**config.mk**
```make
export PLATFORM = sky130hd
export DESIGN_NAME = uart_cmd_ctrl
export DESIGN_NICKNAME = d
export VERILOG_FILES = /design/src/rtl/uart_cmd_ctrl.sv
export SDC_FILE = /design/constraint.sdc
export NUM_CORES = 1
export LEC_CHECK = 0
export BUFFER_PORTS_ARGS = -buffer_cell sky130_fd_sc_hd__buf_2
export CAP_MARGIN = 20
export CORE_MARGIN = 8
export CORE_UTILIZATION = 40
export CTS_CLUSTER_DIAMETER = 120
export DETAILED_ROUTE_END_ITERATION = 10
export PLACE_DENSITY_LB_ADDON = 0.2
export SYNTH_ARGS = -nofsm -noshare
export SYNTH_HDL_FRONTEND = slang
export SYNTH_SLANG_ARGS = --single-unit
```
**constraint.sdc**
```tcl
create_clock -name clk -period 5.8 [get_ports clk]
set_input_delay 1.74 -clock clk [delete_from_list [all_inputs] [get_ports clk]]
set_output_delay 1.74 -clock clk [all_outputs]
set_load 0.02 [all_outputs]
```
**src/rtl/uart_cmd_ctrl.sv**
```systemverilog
// rtl/uart_cmd_ctrl.sv - UART command frame sequencer driving an ALU
//
// Collects HEADER, opcode, operand A, operand B (and a checksum byte when
// UART_CMD_CHECKSUM_EN is defined) from the UART receiver. It validates the
// frame, starts the ALU, waits for completion and latches the result. Idle
// gaps between bytes and ALU hangs are bounded by TIMEOUT_CLKS.
//
// Optional feature macro: UART_CMD_CHECKSUM_EN (adds the checksum byte/GET_CK)
//
// Ports:
//   clk, rst                  clock, asynchronous active-high reset
//   rx_data, rx_valid         received byte and its one-cycle strobe
//   alu_op, alu_a, alu_b      ALU operands (held from EXEC until next frame)
//   alu_start                 one-cycle ALU start pulse
//   alu_done, alu_result      ALU completion strobe and result
//   result, result_valid      last good result and its update pulse
//   busy                      high whenever a frame is in progress
//   err, err_code             error pulse; 01 timeout, 10 checksum, 11 opcode

module uart_cmd_ctrl #(
    parameter logic [7:0] HEADER       = 8'hA5,
    parameter int         TIMEOUT_CLKS = 50000,
    parameter int         CNT_W        = 16
) (
    input  logic       clk,
    input  logic       rst,
    input  logic [7:0] rx_data,
    input  logic       rx_valid,
    output logic [3:0] alu_op,
    output logic [7:0] alu_a,
    output logic [7:0] alu_b,
    output logic       alu_start,
    input  logic       alu_done,
    input  logic [7:0] alu_result,
    output logic [7:0] result,
    output logic       result_valid,
    output logic       busy,
    output logic       err,
    output logic [1:0] err_code
);

    typedef enum logic [2:0] {
        IDLE,
        GET_OP,
        GET_A,
        GET_B,
        GET_CK,
        EXEC,
        WAIT_DONE
    } state_t;

    localparam logic [CNT_W-1:0] LIMIT = CNT_W'(TIMEOUT_CLKS - 1);

    localparam logic [1:0] CODE_TIMEOUT  = 2'b01;
    localparam logic [1:0] CODE_CHECKSUM = 2'b10;
    localparam logic [1:0] CODE_OPCODE   = 2'b11;

    state_t           state;
    state_t           state_next;
    logic [CNT_W-1:0] cnt;
    logic [7:0]       op_r;
    logic [7:0]       a_r;
    logic [7:0]       b_r;

    logic             load_op;
    logic             load_a;
    logic             load_b;
    logic             load_result;
    logic             cnt_clr;
    logic             cnt_inc;
    logic             err_set;
    logic [1:0]       err_code_set;
    logic             at_limit;

`ifdef UART_CMD_CHECKSUM_EN
    logic [7:0]       ck_calc;
    assign ck_calc = op_r ^ a_r ^ b_r;
`endif

    assign at_limit  = (cnt == LIMIT);
    assign alu_op    = op_r[3:0];
    assign alu_a     = a_r;
    assign alu_b     = b_r;
    assign alu_start = (state == EXEC);
    assign busy      = (state != IDLE);

    always_ff @(posedge clk or posedge rst) begin
        if (rst) begin
            state <= IDLE;
        end else begin
            state <= state_next;
        end
    end

    // A received byte or ALU completion always takes priority over the
    // timeout check in the same cycle.
    always_comb begin
        state_next   = state;
        load_op      = 1'b0;
        load_a       = 1'b0;
        load_b       = 1'b0;
        load_result  = 1'b0;
        cnt_clr      = 1'b0;
        cnt_inc      = 1'b0;
        err_set      = 1'b0;
        err_code_set = CODE_TIMEOUT;

        case (state)
            IDLE: begin
                if (rx_valid && rx_data == HEADER) begin
                    state_next = GET_OP;
                end
            end
            GET_OP, GET_A, GET_B, GET_CK: begin
                if (rx_valid) begin
                    cnt_clr = 1'b1;
                    case (state)
                        GET_OP: begin
                            load_op    = 1'b1;
                            state_next = GET_A;
                        end
                        GET_A: begin
                            load_a     = 1'b1;
                            state_next = GET_B;
                        end
                        GET_B: begin
                            load_b = 1'b1;
`ifdef UART_CMD_CHECKSUM_EN
                            state_next = GET_CK;
`else
                            if (op_r[7:4] != 4'd0) begin
                                err_set      = 1'b1;
                                err_code_set = CODE_OPCODE;
                                state_next   = IDLE;
                            end else begin
                                state_next = EXEC;
                            end
`endif
                        end
                        default: begin
`ifdef UART_CMD_CHECKSUM_EN
                            if (rx_data != ck_calc) begin
                                err_set      = 1'b1;
                                err_code_set = CODE_CHECKSUM;
                                state_next   = IDLE;
                            end else if (op_r[7:4] != 4'd0) begin
                                err_set      = 1'b1;
                                err_code_set = CODE_OPCODE;
                                state_next   = IDLE;
                            end else begin
                                state_next = EXEC;
                            end
`else
                            state_next = IDLE;
`endif
                        end
                    endcase
                end else if (at_limit) begin
                    err_set      = 1'b1;
                    err_code_set = CODE_TIMEOUT;
                    state_next   = IDLE;
                end else begin
                    cnt_inc = 1'b1;
                end
            end
            EXEC: begin
                // A done that arrives together with the start still completes.
                if (alu_done) begin
                    load_result = 1'b1;
                    state_next  = IDLE;
                end else begin
                    state_next = WAIT_DONE;
                end
            end
            WAIT_DONE: begin
                if (alu_done) begin
                    load_result = 1'b1;
                    state_next  = IDLE;
                end else if (at_limit) begin
                    err_set      = 1'b1;
                    err_code_set = CODE_TIMEOUT;
                    state_next   = IDLE;
                end else begin
                    cnt_inc = 1'b1;
                end
            end
            default: begin
                state_next = IDLE;
            end
        endcase
    end

    always_ff @(posedge clk or posedge rst) begin
        if (rst) begin
            cnt          <= '0;
            op_r         <= 8'd0;
            a_r          <= 8'd0;
            b_r          <= 8'd0;
            result       <= 8'd0;
            result_valid <= 1'b0;
            err          <= 1'b0;
            err_code     <= 2'b00;
        end else begin
            if (cnt_clr || state_next != state) begin
                cnt <= '0;
            end else if (cnt_inc) begin
                cnt <= cnt + CNT_W'(1);
            end
            if (load_op) begin
                op_r <= rx_data;
            end
            if (load_a) begin
                a_r <= rx_data;
            end
            if (load_b) begin
                b_r <= rx_data;
            end
            if (load_result) begin
                result <= alu_result;
            end
            result_valid <= load_result;
            err          <= err_set;
            if (err_set) begin
                err_code <= err_code_set;
            end
        end
    end

endmodule

```
==> flow_metrics.py, run 1 <==
metrics = {
    "worst_setup_path": {
        "worst-endpoint-required_ns": 6.03,
        "startpoint_type": "primary input",
        "path_class": "primary input to flop",
        "crit_arrival_ns": 3.49,
        "endpoint_kind": "flop",
        "reg_to_reg_critical_path_startpoint": "cnt[0]",
        "worstSetupStartpoint": "alu_done",
        "biggest_fanout_along_the_worst_timing_path": 20,
    },
    "global_routing": {
        "global_route_usage_over_all_layers_pct": 12.7,
        "initial_antenna_violation_count": 0,
        "grt_max_degree": 56,
        "grt.overflow.total": 0,
        "global_route_wire_length_before_repair_um": 10100,
        "vias_in_the_first_global_route": 2093,
    },
    "floorplanning": {
        "fp.dieW_um": 97.2,
        "design.core.area_sq_um": 6350,
        "floorplan.io_pins": 54,
        "initial_standard_cell_utilization_of_the_core_pct": 41.5,
        "dieArea_sq_um": 9440,
        "row_count": 29,
        "die_outline_height_um": 97.2,
    },
    "clocking": {
        "tritoncts": "yes",
        "post-cts-setup-buffer-count": 0,
        "tritoncts_num_sinks": 55,
        "clk_pin_slew_ns": 0.11,
        "cts.hold.buffers_added": 0,
        "clkLatencyLatePin_ns": 0.32,
        "cts_resized": 0,
        "clk_path_buf_depth": 2,
        "htree_levels": 2,
        "cts_inserted_buffers": 5,
        "clock_root_buffer": "sky130_fd_sc_hd__clkbuf_8",
    },
    "logic_synthesis": {
        "seq_total_area_yosys_pct": 52.2,
        "post_synth_instance_area_sq_um": 2640,
        "ys_seq_elements": 55,
        "proportion_of_synthesized_flip_flops_having_asynchronous_set_or_reset_pct": 100,
        "biggest_area_consumer_among_synthesized_cells": "sky130_fd_sc_hd__dfrtp_1",
        "netlist_top_cells_count": "55 x sky130_fd_sc_hd__dfrtp_1, 32 x sky130_fd_sc_hd__mux2_2, 13 x sky130_fd_sc_hd__nand2_1, 13 x sky130_fd_sc_hd__nor2_1, 12 x sky130_fd_sc_hd__a21oi_1",
        "synthMostInstantiatedCell": "sky130_fd_sc_hd__dfrtp_1",
        "synth.top_cells.by_area": "sky130_fd_sc_hd__dfrtp_1 52%, sky130_fd_sc_hd__mux2_2 14%, sky130_fd_sc_hd__a21oi_1 2.3%, sky130_fd_sc_hd__o21ai_0 1.9%, sky130_fd_sc_hd__nand2_1 1.9%",
        "synth_nets": 247,
        "yosysTopAreaCellShare_pct": 52.2,
        "ys_types": 45,
        "synth.avg_cell_area_sq_um": 11.7,
        "synth-edff-count": 0,
        "synth_flop_cell": "sky130_fd_sc_hd__dfrtp_1",
        "syn_inst_count": 226,
        "synth-warning-count": 0,
    },
    "routing": {
        "first_iter_violations": 97,
        "drt_pass1_iterations": 4,
        "remaining_drcs": 0,
        "drt.antenna.violating_nets": 0,
        "drt-wirelength-per-cell_um": 16.6,
        "wl_um": 5840,
        "overall_via_count_from_detail_route": 1960,
        "route.detailed.vias_per_inst": 5.55,
    },
    "pwr": {
        "vdd_drop_max_mv": 0.294,
        "power.density_nw_per_um2": 437,
        "p_total_mw": 1.32,
        "leakagePower_nw": 1.34,
    },
    "timing": {
        "setup_repair_after_global_routing_missed_its_margin": "no",
        "min_period_over_period_pct": 56.2,
        "worstMarginPinSlew_ns": 0.774,
        "timing.slew.headroom_pct": 48.2,
        "setup_total_negative_slack_ns": 0,
        "setup_violations": 0,
        "slew_violations": 0,
        "final_clock_skew_ns": 0.0132,
        "finalHoldViolCount": 0,
        "clock.fmax_ghz": 0.307,
        "final_period_minus_worst_setup_slack_ns": 3.26,
    },
    "final_layout": {
        "layout.area.seq_sq_um": 1380,
        "layout-area-overhead-vs-synth_pct": 14.5,
        "fillers": 586,
        "finish.instance_area_sq_um": 3020,
        "nNetsFinal": 296,
        "diode_count": 0,
        "layout-drive-gt1-share_pct": 37.3,
        "multi_input_comb_area_sq_um": 1150,
    },
    "place": {
        "routabilityCongestion": 0.931,
        "place.port_buffers": 53,
        "place_hpwl_um": 4130,
        "dpl-instance-area_sq_um": 2920,
    },
    "min_path": {
        "hold_path.class": "flop to flop",
        "worst_hold_startpoint": "err_code[0]",
    },
    "flow_run": {
        "drv.max_cap_violation_count": 0,
    },
    "run_status": {
        "result_of_the_run": "complete, no violations",
    },
}
==> area by class of cell <==
class                           count  share of cell area, %
Sequential cell                    55                   45.6
Timing Repair Buffer               54                   9.04
Clock buffer                        6                   2.74
Multi-Input combinational cell    154                   38.1
Inverter                            5                  0.622
Clock inverter                      2                  0.663
Tap cell                           77                   3.19
==> flip-flops by register name (all words and copies together) (netlist names) <==
name          count
state             3
alu_a             8
err               1
alu_b             8
op_r              8
result            8
result_valid      1
err_code          2
cnt              16
==> worst paths after layout <==
check,end,slack [ns],cells past startpoint
worst max register to register,cnt[12],3.29,6
worst max-delay path,cnt[12],2.54,6
max in group asynchronous,result[2],3.76,3
worst min register to register,err_code[0],0.47,1
min in group asynchronous,result[7],1.59,3
worst min-delay path,err_code[0],0.47,1
==> through the flow <==
stage          instances  utilization (%)  hold slack [ns]  worst slack (ns)
6_report             353             47.5            0.474              2.54
4_1_cts              353             47.5            0.482              2.57
5_1_grt              353             47.5            0.515              2.41
2_1_floorplan        226                -            0.481              2.49
3_5_place_dp         345             45.9            0.458              2.23
3_3_place_gp         345             45.9            0.453              2.22
==> critical path: stages <==
cell	delay, ns
sky130_fd_sc_hd__buf_2	0.12
sky130_fd_sc_hd__or2b_1	0.27
sky130_fd_sc_hd__o32a_2	0.25
sky130_fd_sc_hd__a21o_1	0.39
sky130_fd_sc_hd__or4_1	0.57
sky130_fd_sc_hd__a21oi_1	0.15
==> cell usage in the layout, fill, tap and decap left out, types with 3 or more instances in the layout <==
cell type,instances
sky130_fd_sc_hd__a211oi_1,4
sky130_fd_sc_hd__a21oi_1,12
sky130_fd_sc_hd__and2_1,3
sky130_fd_sc_hd__and4_1,5
sky130_fd_sc_hd__buf_2,53
sky130_fd_sc_hd__clkbuf_8,6
sky130_fd_sc_hd__dfrtp_1,55
sky130_fd_sc_hd__inv_1,4
sky130_fd_sc_hd__mux2_2,32
sky130_fd_sc_hd__nand2_1,13
sky130_fd_sc_hd__nand3_1,4
sky130_fd_sc_hd__nand4_1,6
sky130_fd_sc_hd__nor2_1,13
sky130_fd_sc_hd__o21ai_0,10
sky130_fd_sc_hd__o31ai_1,6
sky130_fd_sc_hd__or3_1,4
sky130_fd_sc_hd__or4_1,6
sky130_fd_sc_hd__xnor2_1,4
==> cells by family (layout without fill, tap and decap cells) <==
| kind of cell | count (synthesis) | count (layout) | share of synthesized area [%] |
|---|---|---|---|
| AND/OR/NAND/NOR | 68 | 68 | 15.2 |
| flip-flops | 55 | 55 | 52.2 |
| AO/OA/AOI/OAI | 46 | 46 | 11.9 |
| multiplexers | 34 | 34 | 14.4 |
| buffers and inverters | 17 | 67 | 4.13 |
| XOR/XNOR | 5 | 5 | 1.66 |
| adder cells (fa/ha/maj) | 1 | 1 | 0.475 |
==> layer usage <==
metal	vias up	part of all wire [%]	global-route usage [%]
li1	932	-	-
met1	972	50	16.5
met2	50	44	19.1
met3	6	5.0	4.62
met4	0	1.2	4.02
met5	-	0	0
==> where the power goes <==
part | switching [mW] | internal (mW) | leakage, nW
clock | 0.140 | 0.101 | 0.0533
sequential | 0.0725 | 0.492 | 0.702
combinational | 0.307 | 0.207 | 0.583
Note: power is estimated with default switching activity, not from simulation.
==> run 2, diff against run 1 <==
- clock period: 5.8 -> 2.76 ns (I/O delays scaled with it)
==> run 2 against run 1 <==
Against the previous run:
- cell count increased by 2.3%
- die area unchanged
- total power increased by 110%
- sequential power increased by 110%
- combinational power increased by 130%
- clock power increased by 100%
- core utilization increased by 1.1 points
- cell area increased by 2.3%
- via count decreased by 0.36%
- wire length decreased by 0.12%
- clock skew decreased by 0.0048 ns
- critical path type unchanged
- critical endpoint unchanged
- first-iteration DRC count increased by 31%
==> flow_metrics.py, run 2 (synthesis gave the netlist of run 1 again) <==
metrics = {
    "final_layout": {
        "mostFrequentLayoutCell": "sky130_fd_sc_hd__dfrtp_1",
        "fillers": 584,
        "layout-area-overhead-vs-synth_pct": 17.1,
        "largest_register_ffs": 16,
        "multi_input_comb_area_sq_um": 1150,
        "layout.area.seq_sq_um": 1380,
        "final_cell_mix": "55 x sky130_fd_sc_hd__dfrtp_1, 53 x sky130_fd_sc_hd__buf_2, 32 x sky130_fd_sc_hd__mux2_2",
        "layout-drive-gt1-share_pct": 39.1,
        "max_flop_register": "cnt",
        "diode_count": 0,
        "nNetsFinal": 304,
        "finish.instance_area_sq_um": 3090,
    },
    "worst_setup_path": {
        "worst-r2r-cell-count": 5,
        "reg_to_reg_critical_path_startpoint": "state[2]",
        "endpoint_kind": "flop",
        "crit_chain": "buf_2 > or2b_1 > o32a_2 > a21o_1 > or4_1 > a21oi_1",
        "path_class": "primary input to flop",
        "biggest_fanout_along_the_worst_timing_path": 20,
        "worstSetupStartpoint": "alu_done",
        "capture_point_of_the_worst_reg_to_reg_path": "cnt[12]",
        "worst-endpoint-required_ns": 3.00,
        "startpoint_type": "primary input",
        "crit_arrival_ns": 2.58,
        "r2r_setup_slack_ns": 0.48,
        "cp_slowest_cell": "sky130_fd_sc_hd__or4_1",
        "slowest_delay_ns": 0.57,
    },
    "clocking": {
        "cts_resized": 0,
        "clk_pin_slew_ns": 0.10,
        "tritoncts_num_sinks": 55,
        "clk_path_buf_depth": 2,
        "cts.hold.buffers_added": 0,
        "clock_root_buffer": "sky130_fd_sc_hd__clkbuf_8",
        "clkLatencyLatePin_ns": 0.31,
        "cts_inserted_buffers": 5,
        "tritoncts": "yes",
        "htree_levels": 2,
        "post-cts-setup-buffer-count": 0,
    },
    "run_status": {
        "result_of_the_run": "complete, no violations",
    },
    "place": {
        "routabilityCongestion": 0.821,
        "dpl-instance-area_sq_um": 2990,
        "place.port_buffers": 53,
        "place_hpwl_um": 4150,
    },
    "min_path": {
        "hold_path.class": "flop to flop",
        "worst_hold_startpoint": "err_code[0]",
        "min_delay_path_depth": 1,
        "hold-path-endpoint": "err_code[0]",
    },
    "routing": {
        "drt-wirelength-per-cell_um": 16.2,
        "route.detailed.vias_per_inst": 5.41,
        "overall_via_count_from_detail_route": 1953,
        "wl_um": 5840,
        "remaining_drcs": 0,
        "drt.antenna.violating_nets": 0,
        "drt_pass1_iterations": 4,
        "first_iter_violations": 127,
    },
    "floorplanning": {
        "floorplan.io_pins": 54,
        "fp.dieW_um": 97.2,
        "design.core.area_sq_um": 6350,
        "dieArea_sq_um": 9440,
        "die_outline_height_um": 97.2,
        "initial_standard_cell_utilization_of_the_core_pct": 41.5,
        "row_count": 29,
    },
    "timing": {
        "final_period_minus_worst_setup_slack_ns": 2.34,
        "setup_total_negative_slack_ns": 0,
        "setup_violations": 0,
        "min_period_over_period_pct": 84.7,
        "timing.slew.headroom_pct": 60.6,
        "final_clock_skew_ns": 0.00839,
        "finalHoldViolCount": 0,
        "setup_repair_after_global_routing_missed_its_margin": "no",
        "clock.fmax_ghz": 0.428,
        "worstMarginPinSlew_ns": 0.590,
        "timing.hold.ws_ns": 0.470,
        "slew_violations": 0,
    },
    "pwr": {
        "power.density_nw_per_um2": 910,
        "leakagePower_nw": 1.38,
        "vdd_drop_max_mv": 0.550,
        "p_total_mw": 2.81,
    },
    "global_routing": {
        "initial_antenna_violation_count": 0,
        "grt.overflow.total": 0,
        "global_route_wire_length_before_repair_um": 10100,
        "vias_in_the_first_global_route": 2017,
        "grt_max_degree": 56,
        "global_route_usage_over_all_layers_pct": 12.6,
    },
    "flow_run": {
        "drv.max_cap_violation_count": 0,
    },
}
-- run 2: changes by cell type in the layout (fill, tap and decap cells not counted) --
cell and delta:
sky130_fd_sc_hd__buf_12 +1, sky130_fd_sc_hd__buf_4 +7, sky130_fd_sc_hd__clkinv_4 -1, sky130_fd_sc_hd__inv_6 +2, sky130_fd_sc_hd__inv_8 -1
-- run 2: cell type report --
| type | instances | share of cell area [%] |
|---|---|---|
| Timing Repair Buffer | 62 | 11.2 |
| Inverter | 5 | 0.608 |
| Clock buffer | 6 | 2.67 |
| Tap cell | 77 | 3.12 |
| Clock inverter | 2 | 0.567 |
| Multi-Input combinational cell | 154 | 37.3 |
| Sequential cell | 55 | 44.6 |
-- run 2: metrics by stage --
step / setup slack (ns) / cells / util (%)
CTS: 0.445 / 361 / 48.6
floorplan: 0.366 / 226 / -
finish: 0.422 / 361 / 48.6
global placement: 0.153 / 353 / 47.1
detailed placement: 0.104 / 353 / 47.1
global route: 0.304 / 361 / 48.6
-- run 2: worst max path at each step --
stage / endpoint / cells after the start
floorplan: cnt[11] / 6
global placement: cnt[13] / 6
detailed placement: cnt[11] / 6
CTS: cnt[12] / 6
global route: cnt[12] / 6
finish: cnt[12] / 6
-- run 2: critical path, delay by kind of cell --
kind / cells / cell delay (ns)
buffers and inverters: 1 / 0.12
AO/OA/AOI/OAI: 3 / 0.79
AND/OR/NAND/NOR: 2 / 0.83
-- run 2: per-layer routing --
layer	part of all wire, %	GRT usage [%]	wire length (um)
met5	0	0	0
met2	44	18.8	2580
met3	6.0	4.13	348
met4	1.0	3.20	60
met1	49	16.9	2850
-- run 2: power breakdown --
group,leakage (nW),internal [mW],switching [mW]
clock,0.0522,0.211,0.281
sequential,0.702,1.03,0.126
combinational,0.628,0.480,0.677
